$ cat src/rtl/seg_digit_scanner.sv
// Time-multiplexed 7-seg digit scanner: per-slot ghost blanking, frame-aligned value updates.
// Optional build macro LEADING_ZERO_BLANK_EN darkens leading-zero digits (slot 0 always lit).
module seg_digit_scanner #(
    parameter int NUM_DIGITS  = 4,
    parameter int REFRESH_DIV = 50000,
    parameter int BLANK_CYC   = 16
) (
    input  logic                          clk,
    input  logic                          rst_n,
    input  logic                          scan_en,
    input  logic                          upd_valid,
    output logic                          upd_ready,
    input  logic [NUM_DIGITS*4-1:0]       upd_data,
    output logic [3:0]                    bin_dig,
    output logic [NUM_DIGITS-1:0]         an_n,
    output logic [$clog2(NUM_DIGITS)-1:0] dig_idx,
    output logic                          frame_tick
);

    localparam int IDXW = $clog2(NUM_DIGITS);
    localparam int CNTW = $clog2(REFRESH_DIV);
    localparam logic [CNTW-1:0] CNT_LAST  = CNTW'(REFRESH_DIV - 1);
    localparam logic [CNTW-1:0] BLANK_END = CNTW'(BLANK_CYC);
    localparam logic [IDXW-1:0] IDX_LAST  = IDXW'(NUM_DIGITS - 1);

    typedef enum logic {S_BLANK, S_DRIVE} state_t;

    state_t                         state_q, state_d;
    logic [CNTW-1:0]                cnt_q, cnt_d;
    logic [IDXW-1:0]                idx_q, idx_d;
    logic [NUM_DIGITS-1:0][3:0]     disp_q, disp_d;
    logic [NUM_DIGITS-1:0][3:0]     pend_q, pend_d;
    logic                           pend_vld_q, pend_vld_d;
    logic [3:0]                     bin_dig_q, bin_dig_d;
    logic [NUM_DIGITS-1:0]          an_n_q, an_n_d;
    logic                           frame_tick_q, frame_tick_d;
    logic                           slot_end, frame_wrap, accept;
    logic [NUM_DIGITS-1:0]          dark;

    always_ff @(posedge clk or negedge rst_n) begin
        if (!rst_n) begin
            state_q      <= S_BLANK;
            cnt_q        <= '0;
            idx_q        <= '0;
            disp_q       <= '0;
            pend_q       <= '0;
            pend_vld_q   <= 1'b0;
            bin_dig_q    <= '0;
            an_n_q       <= '1;
            frame_tick_q <= 1'b0;
        end else begin
            state_q      <= state_d;
            cnt_q        <= cnt_d;
            idx_q        <= idx_d;
            disp_q       <= disp_d;
            pend_q       <= pend_d;
            pend_vld_q   <= pend_vld_d;
            bin_dig_q    <= bin_dig_d;
            an_n_q       <= an_n_d;
            frame_tick_q <= frame_tick_d;
        end
    end

    // Slot timing and blank/drive FSM; everything holds while scan_en is low.
    always_comb begin
        state_d    = state_q;
        cnt_d      = cnt_q;
        idx_d      = idx_q;
        slot_end   = (cnt_q == CNT_LAST);
        frame_wrap = scan_en && slot_end && (idx_q == IDX_LAST);
        if (scan_en) begin
            if (slot_end) begin
                cnt_d = '0;
                idx_d = (idx_q == IDX_LAST) ? '0 : idx_q + 1'b1;
            end else begin
                cnt_d = cnt_q + 1'b1;
            end
            case (state_q)
                S_BLANK: if (cnt_d == BLANK_END) state_d = S_DRIVE;
                S_DRIVE: if (slot_end) state_d = S_BLANK;
                default: state_d = S_BLANK;
            endcase
        end
    end

`ifdef LEADING_ZERO_BLANK_EN
    logic zero_run;
    always_comb begin
        dark     = '0;
        zero_run = 1'b1;
        for (int i = NUM_DIGITS - 1; i > 0; i--) begin
            zero_run = zero_run && (disp_q[i] == 4'd0);
            dark[i]  = zero_run;
        end
    end
`else
    assign dark = '0;
`endif

    // Anodes are registered from next-cycle state so an_n lines up with cnt.
    always_comb begin
        an_n_d = '1;
        if (scan_en && state_d == S_DRIVE && !dark[idx_d]) an_n_d[idx_d] = 1'b0;
        bin_dig_d    = disp_q[idx_q];
        frame_tick_d = frame_wrap;
    end

    // Pending buffer: commit only at frame wrap; a same-cycle accept waits a full frame.
    always_comb begin
        accept     = upd_valid && !pend_vld_q;
        disp_d     = disp_q;
        pend_d     = pend_q;
        pend_vld_d = pend_vld_q;
        if (frame_wrap && pend_vld_q) begin
            disp_d     = pend_q;
            pend_vld_d = 1'b0;
        end
        if (accept) begin
            pend_d     = upd_data;
            pend_vld_d = 1'b1;
        end
    end

    assign upd_ready  = !pend_vld_q;
    assign bin_dig    = bin_dig_q;
    assign an_n       = an_n_q;
    assign dig_idx    = idx_q;
    assign frame_tick = frame_tick_q;

endmodule

$ cat config.mk
export PLATFORM = sky130hd
export DESIGN_NAME = seg_digit_scanner
export DESIGN_NICKNAME = d
export VERILOG_FILES = /design/src/rtl/seg_digit_scanner.sv
export SDC_FILE = /design/constraint.sdc
export NUM_CORES = 1
export LEC_CHECK = 0
export ABC_AREA = 0
export BUFFER_PORTS_ARGS = -buffer_cell sky130_fd_sc_hd__buf_2
export CAP_MARGIN = 5
export CORE_UTILIZATION = 47
export CTS_BUF_LIST = sky130_fd_sc_hd__clkbuf_4 sky130_fd_sc_hd__clkbuf_8
export DETAILED_ROUTE_END_ITERATION = 8
export PLACE_DENSITY = 0.69
export SLEW_MARGIN = 40
export SYNTH_ARGS = -nofsm -noshare
export SYNTH_HDL_FRONTEND = slang
export SYNTH_SLANG_ARGS = --single-unit
$ cat constraint.sdc
create_clock -name clk -period 2.38 [get_ports clk]
set_clock_uncertainty 0.15 [all_clocks]
set_input_delay 0.357 -clock clk [delete_from_list [all_inputs] [get_ports clk]]
set_output_delay 0.357 -clock clk [all_outputs]
set_load 0.02 [all_outputs]
==> flow_summary.toml <==
[outcome]
status = "finished clean"

[synthesis]
synth_seq_area_share_pct = 51.43
synth_fp_nets = 268
ys_dominant_reg_cell = "dfrtp_1"
ys_ff_latch = 61
async_flop_share_pct = 100.0
syn_area_per_cell_um2 = 12.11
synth_cell_types = 42
synth_edf_count = 0
synthCells = 246
synth_warnings = 0
synth_area_leaders = "dfrtp_1 (48%), mux2_2 (10%), mux2_4 (4.5%)"
netlist_area_um2 = 2978
synth_top_cell_area_share_pct = 47.90
synth_area_leader_cell = "dfrtp_1"

[global_route]
antenna_found_initial = 0
gr-usage-all-layers_pct = 20.14
first_global_vias = 1947
grt_use_met2_pct = 30.33
grt_overflow_total = 0
use_met1_pct = 26.04
grt_max_degree = 62
gr-usage-met3_pct = 8.111
grt_pass1_wl_um = 9639
top_usage_layer = "met2"

[drt]
drt-vias-per-instance = 5.660
detail_route.wl_per_cell_um = 16.02
drt_first_iter_violations = 180
wl_um = 6025
final_antenna_net_count = 0
drt-pass1-iter-count = 4
drc = 0
num_vias = 2128

[cts]
numCtsBuffers = 9
cts_tree = "built"
cts_root_buffer = "clkbuf_8"
clock_latency_ns = 0.35
clockBufferDepth = 2
htree_levels = 3
cts_num_sinks = 61
clkTransAtPathRegs_ns = 0.07

[final_layout]
syn_to_final_growth_pct = 19.50
seq_area_um2 = 1533
multi_input_area_um2 = 1358
final_layout_size_suffix_gt1_share_pct = 41.67
layout_common_cells = "dfrtp_1 (56), buf_2 (31), mux2_2 (27), buf_4 (20)"
final_area_um2 = 3558
final_common_cell = "dfrtp_1"
nets = 317
fillers = 504

[critical_path]
r2r_slack_ns = 0.11
cp.buffers_inverters = 1
r2r-end = "disp_q[5]"
cp_slowest_cell = "or4b_4"
arrival_ns = 2.35
crit_family = "simple AND/OR/NAND/NOR gates"
reg2reg_depth = 5
crit_required_ns = 2.46
crit_path_max_fanout = 17
slowest_delay_ns = 0.59
cp-startpoint = "cnt_q[10]"
criticalPathCategory = "reg2reg"
critPathCaptureType = "flip-flop"
path_depth = 5
r2r-start = "cnt_q[10]"
worstSetupStartpointType = "flip-flop"
endpoint = "disp_q[5]"
path_cells = "or4b_4, nor4_4, nand3_4, buf_12, mux2_4"

[timing]
finalHoldViolCount = 0
fin_crit_sh_pct = 95.27
tightestPinTransition_ns = 0.4260
clock.fmax_mhz = 441.0
min_period_ns = 2.267
max-slew-margin-rel_pct = 71.60
slew_violations = 0
setup_viol_count_final = 0

[placed_design]
gp_congestion = 0.9353
placed_cell_area_um2 = 3318
post-dp-hpwl_um = 4165
io_buffers = 31

[power]
clkPwrFrac_pct = 34.0
p_per_area_nw_per_um2 = 706.6
p_sw_share_pct = 29.63
p_int_mw = 1.770
p_switching_mw = 0.7450
p_leak_nw = 1.653
p_total_mw = 2.515
vdd_drop_max_v = 0.0005412
sequentialPowerShare_pct = 49.4
power_frac_comb_pct = 16.5

[worst_hold_path]
hold_path_class = "in2reg"

[run]
drv_cap = 0

[die]
rows = 28
die_height_um = 81.60
start_util_pct = 49.42
ios = 32
chipWidth_um = 81.60
core_area_um2 = 6026
die_area_um2 = 6659
==> flip-flops by register name, summed over array words and instances, names as in the netlist <==
name	count
dig_idx	2
bin_dig	4
cnt_q	16
state_q	1
an_n	4
frame_tick	1
disp_q	16
pend_q	16
pend_vld_q	1
==> what timing repair did <==
action | 4_1_cts | 5_1_grt
resized for setup | 0 | 5
setup buffers | 0 | 1
hold buffers | 1 | 0
hold endpoints to repair | 57 | 0
setup endpoints to repair | 0 | 15
==> logic make-up after synthesis <==
family	share of synthesized area (%)
simple gates	15.13
flops	51.43
mux	18.11
compound gates	6.261
buf+inv	3.529
xor+xnor	4.706
fa+ha+maj	0.8402
==> power groups by stage <==
stage / sequential, mW / combinational [mW] / clock, mW
final: 1.24 / 0.416 / 0.856
after global routing: 1.26 / 0.464 / 0.917
after CTS: 1.24 / 0.408 / 0.871
after detailed placement: 1.26 / 0.405 / 0
after global placement: 1.25 / 0.394 / 0
after floorplan: 1.20 / 0.314 / 0
==> per-layer routing <==
layer,wire (µm),part of all wire [%]
met3,319,5.3
met2,2924,49
met1,2675,44
met5,0,0
met4,105,1.7
==> Yosys cell counts, types with 2 or more instances <==
cell type and number:
nor4_4 2, and3_1 5, nor3_1 9, mux4_2 4
nand4_1 6, a21oi_1 9, o21ai_0 8, nor3b_1 3
mux2_2 27, dfrtp_1 57, clkbuf_1 14, nor2_1 13
mux2_4 9, xnor2_1 12, nand4b_1 2, a31oi_1 3
ha_1 2, nor4_1 4, o31ai_1 4, xor2_1 4
dfstp_2 4, nand2_1 13, buf_6 3, nand3_1 7
inv_1 5
==> stage by stage <==
stage	utilization [%]	TNS, ns	hold WS [ns]	instances	worst slack, ns
final	59.05	0	0.08333	376	0.1126
after global routing	59.01	-0.006945	0.07362	375	-0.006945
after CTS	58.33	0	0.06744	374	0.08678
after detailed placement	55.07	0	0.2410	357	0.09061
after global placement	55.07	0	0.2407	357	0.1321
after floorplan	-	0	-0.08859	246	0.04575
==> worst min path at each step <==
| stage | start | slack [ns] | cells past startpoint | endpoint |
|---|---|---|---|---|
| 2_1_floorplan | rst_n | -0.09 | 0 | bin_dig[0] |
| 3_3_place_gp | rst_n | 0.24 | 2 | cnt_q[6] |
| 3_5_place_dp | rst_n | 0.24 | 2 | cnt_q[5] |
| 4_1_cts | upd_valid | 0.07 | 2 | pend_vld_q |
| 5_1_grt | upd_data[6] | 0.07 | 2 | pend_q[6] |
| 6_report | upd_valid | 0.08 | 2 | pend_vld_q |
==> area by class of cell <==
type                            instances  area share, %
Inverter                                5         0.5274
Sequential cell                        61          43.07
Antenna cell                            1        0.07032
Tap cell                               75          2.637
Clock buffer                           11          4.255
Clock inverter                          5         0.9845
Timing Repair Buffer                   55          10.30
Multi-Input combinational cell        163          38.15
No activity file was read; power rests on OpenSTA's default activity.
